`src/rtl/instr_fetch_pkg.sv`:
```
// -----------------------------------------------------------------------------
// instr_fetch_pkg
// Shared definitions for the instruction fetch stage: bus widths, the bubble
// instruction encoding and the fetch FSM state encodings. Trace and debug logic
// can import this package to decode the fetch state.
// No ports (package).
// -----------------------------------------------------------------------------
`ifndef ADDR_WIDTH
`define ADDR_WIDTH 32
`endif

`ifndef DATA_WIDTH
`define DATA_WIDTH 32
`endif

package instr_fetch_pkg;

   // addi x0,x0,0 -- the canonical RISC-V nop used as a pipeline bubble
   localparam logic [`DATA_WIDTH-1:0] NOP_INSTR_ENC = 32'h0000_0013;

   typedef enum logic [1:0] {
      FETCH_REQ  = 2'd0,
      FETCH_WAIT = 2'd1,
      FETCH_HOLD = 2'd2
   } fetch_state_e;

   // Instruction addresses are always word aligned; the low two bits of any
   // externally supplied target are dropped.
   function automatic logic [`ADDR_WIDTH-1:0] align_pc(input logic [`ADDR_WIDTH-1:0] pc);
      return pc & ~`ADDR_WIDTH'(3);
   endfunction

endpackage

```
`src/rtl/DFF_EN.sv`:
```
// -----------------------------------------------------------------------------
// DFF_EN
// Generic register cell with load enable and asynchronous active-low reset to
// a parameterised initial value.
// Ports:
//   clk   - clock, rising edge
//   rst_n - asynchronous active-low reset, loads INIT
//   en    - load enable; q takes d on a clock edge when en=1
//   d     - next value
//   q     - registered value
// -----------------------------------------------------------------------------
module DFF_EN #(
   parameter int unsigned      WIDTH = 32,
   parameter logic [WIDTH-1:0] INIT  = '0
) (
   input  logic             clk,
   input  logic             rst_n,
   input  logic             en,
   input  logic [WIDTH-1:0] d,
   output logic [WIDTH-1:0] q
);

   always_ff @(posedge clk or negedge rst_n) begin
      if (!rst_n) begin
         q <= INIT;
      end else if (en) begin
         q <= d;
      end
   end

endmodule

```
`src/rtl/instr_fetch.sv`:
```
// -----------------------------------------------------------------------------
// instr_fetch
// Instruction fetch stage and producer side of the IF/ID pipeline register.
// Owns the PC, issues one outstanding request at a time to instruction memory,
// buffers each returned word together with its PC and presents it until the
// IF/ID register accepts it. Redirects from later stages override everything.
// Ports:
//   clk, rst_n                 - clock, asynchronous active-low reset
//   imem_req, imem_addr        - single-cycle request strobe and word address
//   imem_rvalid, imem_rdata    - memory response (at least one cycle later)
//   if_id_en                   - IF/ID enable; 1 = downstream latches this cycle
//   redirect_valid, redirect_pc- branch/jump/trap redirect and its target
//   if_pc, if_instr, if_valid  - buffered instruction presented to IF/ID
// -----------------------------------------------------------------------------
module instr_fetch
   import instr_fetch_pkg::*;
#(
   parameter logic [`ADDR_WIDTH-1:0] RESET_PC  = 32'h0000_0000,
   parameter logic [`DATA_WIDTH-1:0] NOP_INSTR = NOP_INSTR_ENC
) (
   input  logic                   clk,
   input  logic                   rst_n,
   output logic                   imem_req,
   output logic [`ADDR_WIDTH-1:0] imem_addr,
   input  logic                   imem_rvalid,
   input  logic [`DATA_WIDTH-1:0] imem_rdata,
   input  logic                   if_id_en,
   input  logic                   redirect_valid,
   input  logic [`ADDR_WIDTH-1:0] redirect_pc,
   output logic [`ADDR_WIDTH-1:0] if_pc,
   output logic [`DATA_WIDTH-1:0] if_instr,
   output logic                   if_valid
);

   fetch_state_e           state_q, state_d;
   logic                   kill_q, kill_d;
   logic                   pc_en, buf_en;
   logic [`ADDR_WIDTH-1:0] pc_q, pc_d;
   logic [`ADDR_WIDTH-1:0] buf_pc_q;
   logic [`DATA_WIDTH-1:0] buf_q;

   DFF_EN #(.WIDTH(`ADDR_WIDTH), .INIT(RESET_PC)) u_pc (
      .clk(clk), .rst_n(rst_n), .en(pc_en), .d(pc_d), .q(pc_q)
   );

   DFF_EN #(.WIDTH(`ADDR_WIDTH), .INIT(RESET_PC)) u_buf_pc (
      .clk(clk), .rst_n(rst_n), .en(buf_en), .d(pc_q), .q(buf_pc_q)
   );

   DFF_EN #(.WIDTH(`DATA_WIDTH), .INIT(NOP_INSTR)) u_buf (
      .clk(clk), .rst_n(rst_n), .en(buf_en), .d(imem_rdata), .q(buf_q)
   );

   // Next-state logic. kill marks the single outstanding request as wrong-path
   // so its response is swallowed instead of buffered. A redirect always loads
   // the aligned target into the PC, even over an accept in HOLD.
   always_comb begin
      state_d = state_q;
      kill_d  = kill_q;
      pc_en   = 1'b0;
      pc_d    = pc_q + `ADDR_WIDTH'(4);
      buf_en  = 1'b0;

      case (state_q)
         FETCH_REQ: begin
            state_d = FETCH_WAIT;
            if (redirect_valid) begin
               kill_d = 1'b1;
            end
         end
         FETCH_WAIT: begin
            if (redirect_valid) begin
               if (imem_rvalid) begin
                  // the outstanding response is consumed right now, nothing left to kill
                  state_d = FETCH_REQ;
                  kill_d  = 1'b0;
               end else begin
                  kill_d = 1'b1;
               end
            end else if (imem_rvalid) begin
               if (kill_q) begin
                  kill_d  = 1'b0;
                  state_d = FETCH_REQ;
               end else begin
                  buf_en  = 1'b1;
                  state_d = FETCH_HOLD;
               end
            end
         end
         FETCH_HOLD: begin
            if (redirect_valid) begin
               state_d = FETCH_REQ;
            end else if (if_id_en) begin
               pc_en   = 1'b1;
               state_d = FETCH_REQ;
            end
         end
         default: begin
            state_d = FETCH_REQ;
            kill_d  = 1'b0;
         end
      endcase

      if (redirect_valid) begin
         pc_en = 1'b1;
         pc_d  = align_pc(redirect_pc);
      end
   end

   always_ff @(posedge clk or negedge rst_n) begin
      if (!rst_n) begin
         state_q <= FETCH_REQ;
         kill_q  <= 1'b0;
      end else begin
         state_q <= state_d;
         kill_q  <= kill_d;
      end
   end

   // The state resets to REQ so the first request goes out in the very first
   // cycle after release; gating with rst_n keeps the strobe low during reset.
   assign imem_req  = (state_q == FETCH_REQ) && rst_n;
   assign imem_addr = pc_q;

   // Only redirect_valid reaches the IF/ID outputs combinationally, so a
   // wrong-path word can never be latched in the redirect cycle.
   assign if_valid = (state_q == FETCH_HOLD) && !redirect_valid;
   assign if_instr = if_valid ? buf_q : NOP_INSTR;
   assign if_pc    = buf_pc_q;

endmodule

```
`config.mk`:
```
export PLATFORM = sky130hd
export DESIGN_NAME = instr_fetch
export DESIGN_NICKNAME = d
export VERILOG_FILES = /design/src/rtl/instr_fetch_pkg.sv /design/src/rtl/DFF_EN.sv /design/src/rtl/instr_fetch.sv
export SDC_FILE = /design/constraint.sdc
export NUM_CORES = 1
export LEC_CHECK = 0
export BUFFER_PORTS_ARGS = -buffer_cell sky130_fd_sc_hd__buf_2
export CAP_MARGIN = 40
export CORE_ASPECT_RATIO = 1.5
export CORE_MARGIN = 2
export CORE_UTILIZATION = 25
export CTS_CLUSTER_SIZE = 40
export DETAILED_ROUTE_END_ITERATION = 10
export PLACE_DENSITY = 0.46
export SLEW_MARGIN = 0
export SYNTH_ARGS = -nofsm -noshare
export SYNTH_HDL_FRONTEND = slang
export SYNTH_SLANG_ARGS = --single-unit
```
`constraint.sdc`:
```
create_clock -name clk -period 4.55 [get_ports clk]
set_input_delay 0.6825 -clock clk [delete_from_list [all_inputs] [get_ports clk]]
set_output_delay 0.6825 -clock clk [all_outputs]
set_load 0.005 [all_outputs]
```
==> results.sh <==
export IMPL_cts_resized=0
export IMPL_r2r_end="u_pc.q[31]"
export IMPL_drc=0
export IMPL_slew_violations=0
export IMPL_syn2layout_area_growth_pct=29.8
export IMPL_ys_ff_latch=95
export IMPL_vias_per_cell=4.45
export IMPL_wl_per_cell_um=14.9
export IMPL_numClockSinks=95
export IMPL_postCtsSetupBuffers=0
export IMPL_drt_iter0_drc=119
export IMPL_finalSetupViolCount=0
export IMPL_hold_slack_ns=0.366
export IMPL_dr_pass1_iters=4
export IMPL_antenna_left=0
export IMPL_slew_headroom_pct=55.2
export IMPL_min_path_type="in2async"
export IMPL_yosys_warnings=0
export IMPL_ios=167
export IMPL_crit_required_ns=3.87
export IMPL_drt_wl_total_mm=11.3
export IMPL_min_period_ns=2.64
export IMPL_die_h_um=167
export IMPL_root_buffer="clkbuf_16"
export IMPL_final_cell_mix="buf_2, dfrtp_1, mux2_2, nand2_1, o21ai_0"
export IMPL_num_vias=3381
export IMPL_ir_drop_mv=0.201
export IMPL_path_max_fanout=58
export IMPL_leakage_nw=2.69
export IMPL_ys_types=43
export IMPL_r2r_start="state_q[0]"
export IMPL_cpMaxStageDelayCell="buf_4"
export IMPL_grt_use_total_pct=12.4
export IMPL_slowest_delay_ns=0.30
export IMPL_worstSetupPathType="in2out"
export IMPL_tns_ns=0
export IMPL_worst_pin_slew_ns=0.672
export IMPL_avgSynthCellArea_sq_um=11.4
export IMPL_syn_inst=385
export IMPL_insertion_delay_ns=0.34
export IMPL_path_clk_slew_ns=0.07
export IMPL_fp_row_count=59
export IMPL_hold_buffers=0
export IMPL_powerDensity_nw_per_um2=449
export IMPL_synth_seq_area_share_pct=54.0
export IMPL_die_area_sq_um=18700
export IMPL_cap_violations=0
export IMPL_r2r_setup_slack_ns=2.28
export IMPL_path_cells="buf_2, buf_4, nor3b_2, buf_4, and2_1, buf_2"
export IMPL_setup_worst_path_start_class="input port"
export IMPL_timing_critical_path_buf_inv=4
export IMPL_layout_commonest_cell="buf_2"
export IMPL_coreArea_sq_um=17300
export IMPL_nets=611
export IMPL_dp_hpwl_mm=8.18
export IMPL_cp_end_kind="output pin"
export IMPL_start_util_pct=25.4
export IMPL_r2r_cells=6
export IMPL_hold_violations=0
export IMPL_rsz0062_at_grt="false"
export IMPL_cts_made_buffers=9
export IMPL_antenna_found_initial=0
export IMPL_finalCritPeriodShare_pct=58.0
export IMPL_htree_levels=3
export IMPL_layout_drive_gt1_share_pct=45.8
export IMPL_grt_max_degree=59
export IMPL_grt_pass1_vias=3574
export IMPL_die_width_um=112
export IMPL_port_buffers=160
export IMPL_grt_pass1_wl_mm=18.4
export IMPL_routabilityCongestion=0.738
export IMPL_crit_family="buffers and inverters"
export IMPL_cts_tree="done"
export IMPL_final_core_util_pct=33.0
export IMPL_syn_area_sq_um=4410
export IMPL_crit_path_start="redirect_valid"
export IMPL_finClkSkew_ns=0.00889
export IMPL_outcome="finished clean"
export IMPL_fmax_mhz=379
export IMPL_cp_arrival_ns=1.96
export IMPL_n_antenna_cell=0
export IMPL_clk_path_buf_depth=2
export IMPL_gr_total_overflow=0
-- flip-flops by register name, indices dropped and copies added, names as in the netlist --
name / cells
u_buf.q: 32
u_buf_pc.q: 30
u_pc.q: 30
state_q: 2
kill_q: 1
-- Yosys cell counts --
library cell    instances  area (sq um)
inv_1                   8          30.0
o21a_1                  1          7.51
or4_1                   2          15.0
o21ai_1                 2          10.0
buf_6                   2          22.5
and3_1                  3          18.8
nor3_1                  6          30.0
dlymetal6s2s_1          1          12.5
dfrtp_1                92          2300
ha_1                    1          12.5
nor4_1                  2          12.5
or2_2                   1          6.26
nand4b_1                1          8.76
nand4_1                 7          43.8
nand2b_1                3          18.8
nand4_4                 2          42.5
xnor2_1                23           201
a21oi_1                 1          5.00
o21ai_0                34           170
or4_4                   1          11.3
nor2_1                 13          48.8
buf_4                   5          37.5
dfstp_2                 3          78.8
dlygate4sd1_1           1          8.76
mux2_2                 56           631
and4_4                  2          22.5
a31oi_1                 2          12.5
conb_1                  1          3.75
nor3b_1                 2          15.0
and4_1                  1          8.76
mux2i_1                 1          10.0
buf_1                   5          18.8
and2_1                 30           188
nand2_1                40           150
nor3_2                  2          20.0
nor4_4                  1          21.3
xor2_1                  4          35.0
and2_2                  1          7.51
and3b_1                 1          8.76
or2_1                   1          6.26
nand3_1                 9          45.0
o31ai_1                 2          15.0
clkbuf_1                9          33.8
-- per-stage QoR --
step | setup slack [ns] | area, sq um | total power [W] | std cells
5_1_grt | 1.75 | 5720 | 0.00275 | 759
3_5_place_dp | 1.89 | 5430 | 0.00185 | 743
4_1_cts | 1.89 | 5720 | 0.00263 | 759
2_1_floorplan | 2.28 | 4420 | 0.00156 | 388
6_report | 1.91 | 5720 | 0.00257 | 759
3_3_place_gp | 1.89 | 5400 | 0.00182 | 742
-- routing by layer --
layer | vias up | global-route usage [%] | part of all wire [%]
met5 | - | 0 | 0
met4 | 0 | 6.26 | 2.5
met3 | 14 | 2.37 | 5.3
met2 | 105 | 21.9 | 52
met1 | 1649 | 14.1 | 41
li1 | 1613 | - | -
-- cell type report --
| cell class | instances | area, sq um |
|---|---|---|
| Clock inverter | 4 | 45.0 |
| Tap cell | 213 | 267 |
| Timing Repair Buffer | 165 | 861 |
| Inverter | 8 | 30.0 |
| Clock buffer | 12 | 246 |
| Multi-Input combinational cell | 262 | 1890 |
| Sequential cell | 95 | 2380 |
| Fill cell | 1819 | 11600 |
-- logic make-up after synthesis --
group / synth area share (%)
AND/OR/NAND/NOR: 17.0
other: 0.0851
XOR/XNOR: 5.36
multiplexers: 14.5
AO/OA/AOI/OAI: 5.00
flip-flops: 54.0
adder cells (fa/ha/maj): 0.284
buffers and inverters: 3.72
-- worst register-to-register path, delay by kind of cell, from the launching register on --
family,cells,cell delay (ns)
AO/OA/AOI/OAI,1,0.17
buffers and inverters,1,0.20
flip-flops,1,0.47
AND/OR/NAND/NOR,4,1.35
-- worst max path at each step --
stage                         endpoint  cells after the start
after global placement     if_instr[7]                      6
after detailed placement  if_instr[20]                      6
after CTS                 if_instr[20]                      6
final                     if_instr[20]                      6
after floorplan           if_instr[22]                      3
after global routing      if_instr[20]                      6
-- power breakdown --
part | total [W] | switching (W) | internal [W] | leakage, nW
clock network | 0.000758 | 0.000319 | 0.000439 | 0.146
logic | 0.000541 | 0.000213 | 0.000328 | 1.40
registers | 0.00127 | 0.000149 | 0.00112 | 1.15
No activity file was read; power rests on OpenSTA's default activity.
